==> src/rtl/carregador_instrucoes.sv <==
// carregador_instrucoes
// Copies one HD program block into instruction memory, one word per cycle.
// A start command (block number, word count, destination base) is latched in
// OCIOSO; sequential HD reads are issued, and each word returned one cycle
// later is written to instruction memory at the matching destination offset.
//
// Ports:
//   clk, reset                 system clock, asynchronous active-low reset
//   iniciar                    start request (sampled only when idle)
//   numero_bloco               HD block to copy
//   quantidade_palavras        words to copy (0..TAMANHO_BLOCO)
//   endereco_base_inst         destination base in instruction memory
//   enderecoHD, leituraHD      HD read address / strobe
//   dadoHD                     HD read data (one cycle after strobe)
//   enderecoInst, dadoInst,
//   escritaInst                instruction memory write port
//   ocupado                    transfer in progress
//   concluido                  one-cycle pulse at the end of every command
//   erro                       word count too large; held until next command
//
// state    | meaning
// OCIOSO   | idle, waiting for iniciar
// LEITURA  | issuing HD reads for words 0..N-1
// ESVAZIAR | last read in flight, writing word N-1
// FIM      | concluido pulse, back to OCIOSO next cycle
module carregador_instrucoes #(
    parameter int unsigned TAMANHO_BLOCO = 200
) (
    input  logic        clk,
    input  logic        reset,
    input  logic        iniciar,
    input  logic [31:0] numero_bloco,
    input  logic [31:0] quantidade_palavras,
    input  logic [31:0] endereco_base_inst,
    output logic [31:0] enderecoHD,
    output logic        leituraHD,
    input  logic [31:0] dadoHD,
    output logic [31:0] enderecoInst,
    output logic [31:0] dadoInst,
    output logic        escritaInst,
    output logic        ocupado,
    output logic        concluido,
    output logic        erro
);

    typedef enum logic [1:0] {
        OCIOSO   = 2'd0,
        LEITURA  = 2'd1,
        ESVAZIAR = 2'd2,
        FIM      = 2'd3
    } estado_t;

    estado_t     estado;
    estado_t     proximo;

    logic [31:0] base_hd;
    logic [31:0] base_inst;
    logic [31:0] quantidade;
    logic [31:0] k;
    logic [31:0] k_atraso;
    logic        escrita_atraso;
    logic        transferiu;

    logic        aceita;
    logic        comando_vazio;
    logic        comando_invalido;

    assign aceita           = (estado == OCIOSO) && iniciar;
    assign comando_vazio    = (quantidade_palavras == 32'd0);
    assign comando_invalido = (quantidade_palavras > 32'(TAMANHO_BLOCO));

    always_ff @(posedge clk or negedge reset) begin
        if (!reset) begin
            estado <= OCIOSO;
        end else begin
            estado <= proximo;
        end
    end

    always_comb begin
        proximo = estado;
        case (estado)
            OCIOSO: begin
                if (iniciar) begin
                    if (comando_vazio || comando_invalido) begin
                        proximo = FIM;
                    end else begin
                        proximo = LEITURA;
                    end
                end
            end
            LEITURA: begin
                if (k == quantidade - 32'd1) begin
                    proximo = ESVAZIAR;
                end
            end
            ESVAZIAR: proximo = FIM;
            FIM:      proximo = OCIOSO;
            default:  proximo = OCIOSO;
        endcase
    end

    // Command latch, read counter and the one-cycle-delayed write path that
    // lines up with the fixed HD read latency.
    always_ff @(posedge clk or negedge reset) begin
        if (!reset) begin
            base_hd        <= '0;
            base_inst      <= '0;
            quantidade     <= '0;
            k              <= '0;
            k_atraso       <= '0;
            escrita_atraso <= 1'b0;
            transferiu     <= 1'b0;
            erro           <= 1'b0;
        end else begin
            escrita_atraso <= (estado == LEITURA);
            k_atraso       <= k;
            if (aceita) begin
                base_hd    <= numero_bloco * 32'(TAMANHO_BLOCO);
                base_inst  <= endereco_base_inst;
                quantidade <= quantidade_palavras;
                k          <= '0;
                erro       <= comando_invalido;
                // FIM only reports busy when it closes a real transfer.
                transferiu <= !(comando_vazio || comando_invalido);
            end else if (estado == LEITURA) begin
                k <= k + 32'd1;
            end
        end
    end

    assign leituraHD    = (estado == LEITURA);
    assign enderecoHD   = leituraHD ? (base_hd + k) : '0;
    assign escritaInst  = escrita_atraso;
    assign enderecoInst = escrita_atraso ? (base_inst + k_atraso) : '0;
    assign dadoInst     = dadoHD;
    assign concluido    = (estado == FIM);
    assign ocupado      = (estado == LEITURA) || (estado == ESVAZIAR) ||
                          ((estado == FIM) && transferiu);

endmodule

==> config.mk <==
export PLATFORM = sky130hd
export DESIGN_NAME = carregador_instrucoes
export DESIGN_NICKNAME = d
export VERILOG_FILES = /design/src/rtl/carregador_instrucoes.sv
export SDC_FILE = /design/constraint.sdc
export NUM_CORES = 1
export LEC_CHECK = 0
export CAP_MARGIN = 20
export CELL_PAD_IN_SITES_DETAIL_PLACEMENT = 1
export CELL_PAD_IN_SITES_GLOBAL_PLACEMENT = 2
export CORE_UTILIZATION = 35
export CTS_BUF_LIST = sky130_fd_sc_hd__clkbuf_16
export DETAILED_ROUTE_END_ITERATION = 8
export MAX_ROUTING_LAYER = met4
export PLACE_DENSITY = 0.95
export SYNTH_ARGS = -nofsm -noshare
export SYNTH_HDL_FRONTEND = slang
export SYNTH_SLANG_ARGS = --single-unit
==> constraint.sdc <==
create_clock -name clk -period 7.75 [get_ports clk]
set_input_delay 0.775 -clock clk [delete_from_list [all_inputs] [get_ports clk]]
set_output_delay 0.775 -clock clk [all_outputs]
set_load 0.05 [all_outputs]
==> reports/results.ini, run 1 <==
[floorplan]
core_area_um2 = 36700
ios = 232
die-area_um2 = 38100
start_util = 0.356
row_count = 70
die_y_um = 195
die_w_um = 195

[critical_path]
crit_type = register to primary output
crit_start = base_inst[0]
required_ns = 6.97
cp-end-kind = primary output
crit_arrival_ns = 4.81
rr_worst_depth = 12
r2r-start = quantidade[0]
worstPathMaxFanout = 4
startpoint_type = register

[synth]
synth_area_um2 = 13100
ys_seq_elements = 162
synthDistinctLibCells = 68
async_flop_share = 1.00
yosys.area.top_type = dfrtp_1
seq_area_frac_synth = 0.310
post-synth-top-count-cell = nand2_1
synth-edff-count = 0
syn_avg_cell_area_um2 = 8.44
synthTopCellsByArea = dfrtp_1 31%, ha_1 13%, nand2_1 8.2%
yosys_warnings = 0
syn_nets = 1845
synthCells = 1549
synth_common_cells = 286 x nand2_1, 162 x dfrtp_1, 140 x ha_1
netlist.area_leader.share = 0.310
synth_ff_type = dfrtp_1

[grt]
grt_pass1_vias = 11700
antenna_found_initial = 0
grt_pass1_wl_mm = 58.5
grt_use_total = 0.195
overflow = 0
grt_max_degree = 86

[final_layout]
nets = 1962
diodes = 0
area_delta_synth_final_pct = 18.8
nFillCells = 4347
layout-drive-gt1-share = 0.0328

[cts]
clock-sinks = 162
numCtsBuffers = 17
clk_pin_slew_ns = 0.07
ctsResizeCount = 0
cts_buffer_depth = 2
cts_tree = yes
insertion_delay_ns = 0.44
cts_setup_buffers = 0
hold_buffers = 0
htree_levels = 4
cts-root-buf = clkbuf_16

[placed_design]
hpwlAfterDp_mm = 28.3
gp_congestion = 0.846
post-place-ws_ns = 2.51
port_buffers = 164

[power]
peakVddDrop_v = 0.000197
leakagePower_nw = 7.61
p_per_area_nw_per_um2 = 307

[drt]
vias_per_cell = 5.18
finalWirelength_mm = 36.0
drtIter0Drc = 488
route.vias.total = 11100
routedWlPerCell_um = 16.8
drc_errors = 0
dr.pass1.iters = 4
drtAntennaViolNets = 0

[sta]
fin_crit_sh = 0.721
rsz0062_at_grt = false
max_freq_ghz = 0.179
holdWs_ns = 0.359
skew_ns = 0.00790
tightest_slew_ns = 0.992
hold_violations = 0
min_period_ns = 5.59
setup_viol = 0
timing.setup.tns_ns = 0
relSlewSlack = 0.339
timing.final.ws_setup_ns = 2.16
drv_slew = 0

[run_status]
outcome = finished, final reports clean

[worst_hold_path]
hold_path.class = primary input to asynchronous set/reset pin

[flow_run]
max-cap-violations = 0

==> flip-flops by register name, summed over array words and instances (netlist names) <==
signal	count
quantidade	32
k	32
base_inst	32
k_atraso	32
base_hd	29
estado	2
transferiu	1
escritaInst	1
erro	1
==> final timing paths <==
kind,to,slack (ns)
setup reg to reg,estado[1],4.28
min in group clk,base_hd[7],0.49
setup / recovery,enderecoInst[30],2.16
hold / removal,base_inst[6],0.36
max in group asynchronous,k[30],5.89
hold reg to reg,base_hd[7],0.49
==> critical path, stage by stage (launching register included) <==
cell and delay, ns:
dfrtp_1 0.40, ha_1 0.24, fa_1 0.45, a211oi_1 0.40
o21ai_0 0.26, a31oi_1 0.33, a2111oi_0 0.22, o31ai_1 0.45
a21oi_1 0.24, a41oi_1 0.29, xnor2_1 0.15, and2_1 0.15
clkdlybuf4s50_1 0.79
==> cell type report <==
class,count,area (µm²),share of cell area
multi-input combinational,1188,8160,0.526
sequential,162,4050,0.261
timing repair buffer,170,1690,0.109
tap,468,586,0.0377
inverter,127,477,0.0307
clock buffer,17,425,0.0274
clock inverter,14,139,0.00894
==> where the power goes <==
part | leakage (nW) | internal [mW] | switching [mW]
Sequential | 2.11 | 1.11 | 0.281
Clock | 0.280 | 0.470 | 0.359
Combinational | 5.21 | 1.00 | 1.55
==> through the flow <==
| stage | util | total power, mW | cells | instance area, µm² |
|---|---|---|---|---|
| floorplan | - | 3.21 | 1549 | 13100 |
| global placement | 0.408 | 3.85 | 2115 | 15000 |
| detailed placement | 0.408 | 3.95 | 2115 | 15000 |
| CTS | 0.423 | 4.82 | 2146 | 15500 |
| global route | 0.423 | 5.13 | 2146 | 15500 |
| finish | 0.423 | 4.77 | 2146 | 15500 |
==> per-layer routing <==
layer | vias up | part of all wire | global-route usage
li1 | 5462 | - | -
met4 | 0 | 0.014 | 0.0548
met3 | 36 | 0.030 | 0.0225
met2 | 188 | 0.48 | 0.332
met5 | - | 0 | -
met1 | 5420 | 0.47 | 0.244
==> logic make-up (layout without fill, tap and decap cells) <==
kind of cell,after synthesis,count (layout),synth area share
buf+inv,199,328,0.0664
xor+xnor,137,137,0.0918
simple gates,606,606,0.220
flops,162,162,0.310
compound gates,272,272,0.134
mux,8,8,0.00612
fa+ha+maj,165,165,0.172
==> cells in the final DEF, fill, tap and decap left out, types with 4 or more instances in the layout <==
master / instances
nand2_1: 285
clkdlybuf4s50_1: 163
dfrtp_1: 162
ha_1: 140
inv_1: 128
nor2_1: 83
xnor2_1: 83
a21oi_1: 68
o21ai_0: 67
xor2_1: 54
and2_1: 53
a21o_1: 33
nor3_1: 25
fa_1: 25
nand3_1: 24
nor4_1: 19
nand4_1: 18
or3_1: 18
and3_1: 17
clkbuf_16: 17
nor2b_1: 13
a31oi_1: 12
o21bai_1: 12
a211oi_1: 11
o21a_1: 11
nand2b_1: 10
or2_2: 9
or4_1: 9
mux2i_1: 8
o31ai_1: 7
a21boi_0: 6
buf_4: 6
clkinv_2: 5
a2111oi_0: 4
a41oi_1: 4
o22ai_1: 4
and4_1: 4
nor3b_1: 4
o311ai_0: 4
Power figures use the tool's default switching activity.
==> inputs of run 2 (changes only) <==
--- a/config.mk
+++ b/config.mk
@@ -8,11 +8,11 @@
 export CAP_MARGIN = 20
 export CELL_PAD_IN_SITES_DETAIL_PLACEMENT = 1
 export CELL_PAD_IN_SITES_GLOBAL_PLACEMENT = 2
-export CORE_UTILIZATION = 35
+export CORE_UTILIZATION = 29
 export CTS_BUF_LIST = sky130_fd_sc_hd__clkbuf_16
 export DETAILED_ROUTE_END_ITERATION = 8
 export MAX_ROUTING_LAYER = met4
-export PLACE_DENSITY = 0.95
+export PLACE_DENSITY = 0.88
 export SYNTH_ARGS = -nofsm -noshare
 export SYNTH_HDL_FRONTEND = slang
 export SYNTH_SLANG_ARGS = --single-unit
==> constraint.sdc (replaced) <==
create_clock -name clk -period 4.75 [get_ports clk]
set_input_delay 0.475 -clock clk [delete_from_list [all_inputs] [get_ports clk]]
set_output_delay 0.475 -clock clk [all_outputs]
set_load 0.05 [all_outputs]
==> run 2 against run 1 <==
Utilization shrank 6.4 points. Count of clock-buffer cells in the layout unchanged. Sequential share of layout area shrank 0.61 points. Clock skew grew 0.0064 ns. Worst setup slack got worse by 1.9 ns. Global-route usage fell by 2.5 points. Power increased by 65%. Sequential cell count is the same.
==> reports/results.ini, run 2 (same netlist as run 1, synthesis figures left out) <==
[sta]
tightest_slew_ns = 0.870
min_period_ns = 4.46
skew_ns = 0.0143
timing.setup.tns_ns = 0
timing.final.ws_setup_ns = 0.291
hold_violations = 0
fin_crit_sh = 0.939
drv_slew = 0
relSlewSlack = 0.420
setup_viol = 0
max_freq_ghz = 0.224
rsz0062_at_grt = false

[floorplan]
die-area_um2 = 45900
die_w_um = 214
ios = 232
core_area_um2 = 44300
die_y_um = 214
row_count = 77
start_util = 0.295

[cts]
insertion_delay_ns = 0.45
numCtsBuffers = 17
cts_tree = yes
hold_buffers = 0
clk_pin_slew_ns = 0.06
clock-sinks = 162
cts_buffer_depth = 2
cts-root-buf = clkbuf_16
htree_levels = 4

[power]
p_per_area_nw_per_um2 = 496
leakagePower_nw = 7.96
peakVddDrop_v = 0.000280

[critical_path]
cp-end-kind = primary output
worstPathMaxFanout = 3
rr_worst_depth = 9
r2r-start = quantidade[4]
startpoint_type = register
crit_type = register to primary output
r2r-end = estado[1]
required_ns = 4.28
reg2reg_slack_ns = 1.27
crit_arrival_ns = 3.98

[grt]
antenna_found_initial = 0
grt_pass1_wl_mm = 61.5
grt_use_total = 0.171
grt_pass1_vias = 11900
overflow = 0
grt_max_degree = 91

[worst_hold_path]
hold_path.class = primary input to asynchronous set/reset pin

[drt]
vias_per_cell = 4.92
drtAntennaViolNets = 0
finalWirelength_mm = 37.8
dr.pass1.iters = 4
drc_errors = 0
drtIter0Drc = 534
routedWlPerCell_um = 16.5
route.vias.total = 11300

[final_layout]
nets = 1980
layout.cells.most_common = nand2_1
nFillCells = 5237
layout-drive-gt1-share = 0.0513
diodes = 0
area_delta_synth_final_pct = 21.6
mostFrequentLayoutCells = 285 x nand2_1, 162 x dfrtp_1, 140 x ha_1, 139 x clkdlybuf4s50_1, 130 x inv_1
fin_area_um2 = 15900

[placed_design]
gp_congestion = 0.864
port_buffers = 164
post-place-ws_ns = 0.0713
hpwlAfterDp_mm = 29.9
placed_area_um2 = 15200

[flow_run]
max-cap-violations = 0

[run_status]
outcome = finished, final reports clean

## run 2: cell type report
type | instances | area [µm²] | share of cell area
well taps | 592 | 741 | 0.0466
clock buffers | 17 | 425 | 0.0268
clock inverters | 15 | 169 | 0.0106
repair buffers | 188 | 1850 | 0.116
multi-input cells | 1188 | 8190 | 0.515
inverters | 127 | 477 | 0.0300
flip-flops and latches | 162 | 4050 | 0.255
## run 2: repair_timing
action                                  4_1_cts  5_1_grt
resized for setup                             3       21
buffers inserted                              2        0
pin swaps                                     1        0
endpoints found under the setup margin        7       21
## run 2: power by group
part | switching [mW] | internal [mW] | leakage (nW)
Combinational | 2.56 | 1.65 | 5.55
Clock | 0.608 | 0.823 | 0.293
Sequential | 0.435 | 1.81 | 2.11
Total | 3.61 | 4.28 | 7.96
## run 2: layer usage
layer / routed length [µm] / vias up / GRT usage
met3: 1080 / 42 / 0.0224
met5: 0 / - / -
met2: 17700 / 204 / 0.276
met1: 18400 / 5527 / 0.221
met4: 645 / 0 / 0.0519
li1: - / 5500 / -
## run 2: critical path, stage by stage, from the launching register on
cell and delay (ns):
dfrtp_1 0.35, ha_1 0.21, fa_1 0.28, a211oi_2 0.12, o21ai_0 0.39, a31oi_2 0.24, a2111oi_2 0.49, o31ai_1 0.14
buf_4 0.16, a211oi_1 0.30, nor4_2 0.08, or3_1 0.31, a21boi_1 0.29, buf_12 0.18
## run 2: through the flow
step | hold slack (ns) | instances | utilization | power, mW
final | 0.0899 | 2289 | 0.359 | 7.89
after global routing | 0.173 | 2289 | 0.359 | 8.51
after CTS | 0.139 | 2289 | 0.358 | 7.98
after detailed placement | 0.473 | 2255 | 0.344 | 6.50
after global placement | 0.463 | 2255 | 0.344 | 6.37
after floorplan | 0.179 | 1549 | - | 5.24
## run 2: worst max-delay path by stage
stage | startpoint | end | slack [ns] | cells past startpoint
finish | base_inst[0] | enderecoInst[28] | 0.29 | 13
global route | base_hd[9] | enderecoHD[22] | 0.01 | 11
CTS | base_hd[3] | enderecoHD[29] | 0.01 | 12
floorplan | base_inst[0] | enderecoInst[28] | 0.59 | 11
global placement | numero_bloco[6] | base_hd[31] | 0.13 | 15
detailed placement | numero_bloco[6] | base_hd[30] | 0.07 | 15
==> inputs of run 3 (changes only) <==
--- a/config.mk
+++ b/config.mk
@@ -8,11 +8,11 @@
 export CAP_MARGIN = 20
 export CELL_PAD_IN_SITES_DETAIL_PLACEMENT = 1
 export CELL_PAD_IN_SITES_GLOBAL_PLACEMENT = 2
-export CORE_UTILIZATION = 29
-export CTS_BUF_LIST = sky130_fd_sc_hd__clkbuf_16
+export CORE_UTILIZATION = 30
+export CTS_BUF_LIST = sky130_fd_sc_hd__clkbuf_8
 export DETAILED_ROUTE_END_ITERATION = 8
 export MAX_ROUTING_LAYER = met4
-export PLACE_DENSITY = 0.88
+export PLACE_DENSITY = 0.9
 export SYNTH_ARGS = -nofsm -noshare
 export SYNTH_HDL_FRONTEND = slang
 export SYNTH_SLANG_ARGS = --single-unit
==> run 3 against run 2 <==
Sequential power barely moved. Critical path type unchanged. Clock power decreased by 25%. Critical path depth shrank 2. Register-to-register slack got worse by 0.16 ns. Via count shrank 1.8%.
==> reports/results.ini, run 3 (same netlist as run 1, synthesis figures left out) <==
[run_status]
outcome = finished, final reports clean

[critical_path]
startpoint_type = register
reg2reg_slack_ns = 1.11
required_ns = 4.28
cp-end-kind = primary output
r2r-end = estado[1]
crit_type = register to primary output
crit_arrival_ns = 4.04
r2r-start = quantidade[4]
rr_worst_depth = 9
worstPathMaxFanout = 5

[cts]
cts_buffer_depth = 2
numCtsBuffers = 17
clk_pin_slew_ns = 0.08
htree_levels = 4
cts-root-buf = clkbuf_8
clock-sinks = 162
cts_tree = yes
insertion_delay_ns = 0.48
hold_buffers = 0

[sta]
drv_slew = 0
max_freq_ghz = 0.222
relSlewSlack = 0.361
timing.setup.tns_ns = 0
rsz0062_at_grt = false
min_period_ns = 4.51
skew_ns = 0.0118
timing.final.ws_setup_ns = 0.240
fin_crit_sh = 0.949
setup_viol = 0
hold_violations = 0
tightest_slew_ns = 0.958

[final_layout]
area.sequential_um2 = 4050
layout.cells.most_common = nand2_1
nFillCells = 5148
multiInputGateArea_um2 = 8180
mostFrequentLayoutCells = 285 x nand2_1, 162 x dfrtp_1, 140 x ha_1, 138 x clkdlybuf4s50_1, 127 x inv_1
layout-drive-gt1-share = 0.0536
area_delta_synth_final_pct = 20.1
nets = 1983

[grt]
grt_max_degree = 102
overflow = 0
antenna_found_initial = 1
grt_use_total = 0.172
grt_pass1_wl_mm = 59.3
grt_pass1_vias = 11700

[floorplan]
core_area_um2 = 43100
ios = 232
die_w_um = 211
die-area_um2 = 44400
row_count = 76
die_y_um = 211
start_util = 0.304

[placed_design]
post-place-ws_ns = 0.0714
hpwlAfterDp_mm = 29.4
gp_congestion = 0.830
port_buffers = 164

[drt]
finalWirelength_mm = 36.7
dr.pass1.iters = 4
drtIter0Drc = 474
route.vias.total = 11100
drc_errors = 0
routedWlPerCell_um = 16.1
vias_per_cell = 4.85
drtAntennaViolNets = 0

[power]
leakagePower_nw = 7.84
p_per_area_nw_per_um2 = 478
peakVddDrop_v = 0.000193

[flow_run]
max-cap-violations = 0

[worst_hold_path]
hold_path.class = primary input to asynchronous set/reset pin

## run 3: cell count changes in the layout (fill, tap and decap cells not counted), sizes merged
cell	previous run	this run
inv	132	133
dlygate4sd2	0	3
diode	0	1
clkinv	4	2
clkdlybuf4s50	139	138
dlymetal6s2s	12	9
bufinv	3	2
clkinvlp	3	2
buf	35	40
clkbuf	18	19
## run 3: how the worst max path moves through the flow
stage	start	end
after detailed placement	numero_bloco[6]	base_hd[31]
after CTS	base_inst[0]	enderecoInst[18]
after global routing	k[9]	enderecoHD[24]
after global placement	numero_bloco[6]	base_hd[31]
final	base_inst[2]	enderecoInst[19]
after floorplan	base_inst[0]	enderecoInst[28]
## run 3: power by group
group | internal (mW) | switching, mW | total (mW)
logic | 1.65 | 2.53 | 4.18
clock network | 0.503 | 0.563 | 1.07
registers | 1.81 | 0.453 | 2.26
total | 3.96 | 3.55 | 7.51
## run 3: critical path: stages (launching register included)
cell and delay [ns]:
dfrtp_1 0.40, ha_1 0.37, o21ai_0 0.12, o211a_1 0.25, o41ai_1 0.46, a31oi_1 0.26, o21ai_0 0.24, a21oi_1 0.13
nor2b_1 0.13, nor4_1 0.06, nor4_1 0.27, clkdlybuf4s50_1 0.87
## run 3: stage by stage
step	instances	util	power, mW	hold slack, ns	area, µm²
floorplan	1549	-	5.24	0.179	13100
global placement	2252	0.354	6.36	0.460	15300
detailed placement	2252	0.354	6.50	0.473	15300
CTS	2284	0.364	7.61	0.130	15700
global route	2285	0.365	8.14	0.166	15700
finish	2285	0.365	7.51	0.107	15700
## run 3: cell type report
cell class / count / share of cell area
clock buffer: 19 / 0.0167
timing repair buffer: 191 / 0.118
antenna: 1 / 0.000159
multi-input combinational: 1188 / 0.521
inverter: 127 / 0.0304
clock inverter: 12 / 0.00916
sequential: 162 / 0.258
tap: 585 / 0.0466
## run 3: routing by layer
layer | up-vias | wire (µm) | track usage
li1 | 5507 | - | -
met1 | 5332 | 17400 | 0.222
met2 | 199 | 17300 | 0.283
met3 | 37 | 1410 | 0.0207
met4 | 0 | 575 | 0.0487
met5 | - | 0 | -
## run 3: timing repair
item	in CTS	in global routing
setup endpoints to repair	8	14
pin swaps	1	0
resized for setup	5	13
cloned	0	0
endpoints found under the hold margin	0	0
setup buffers	1	0
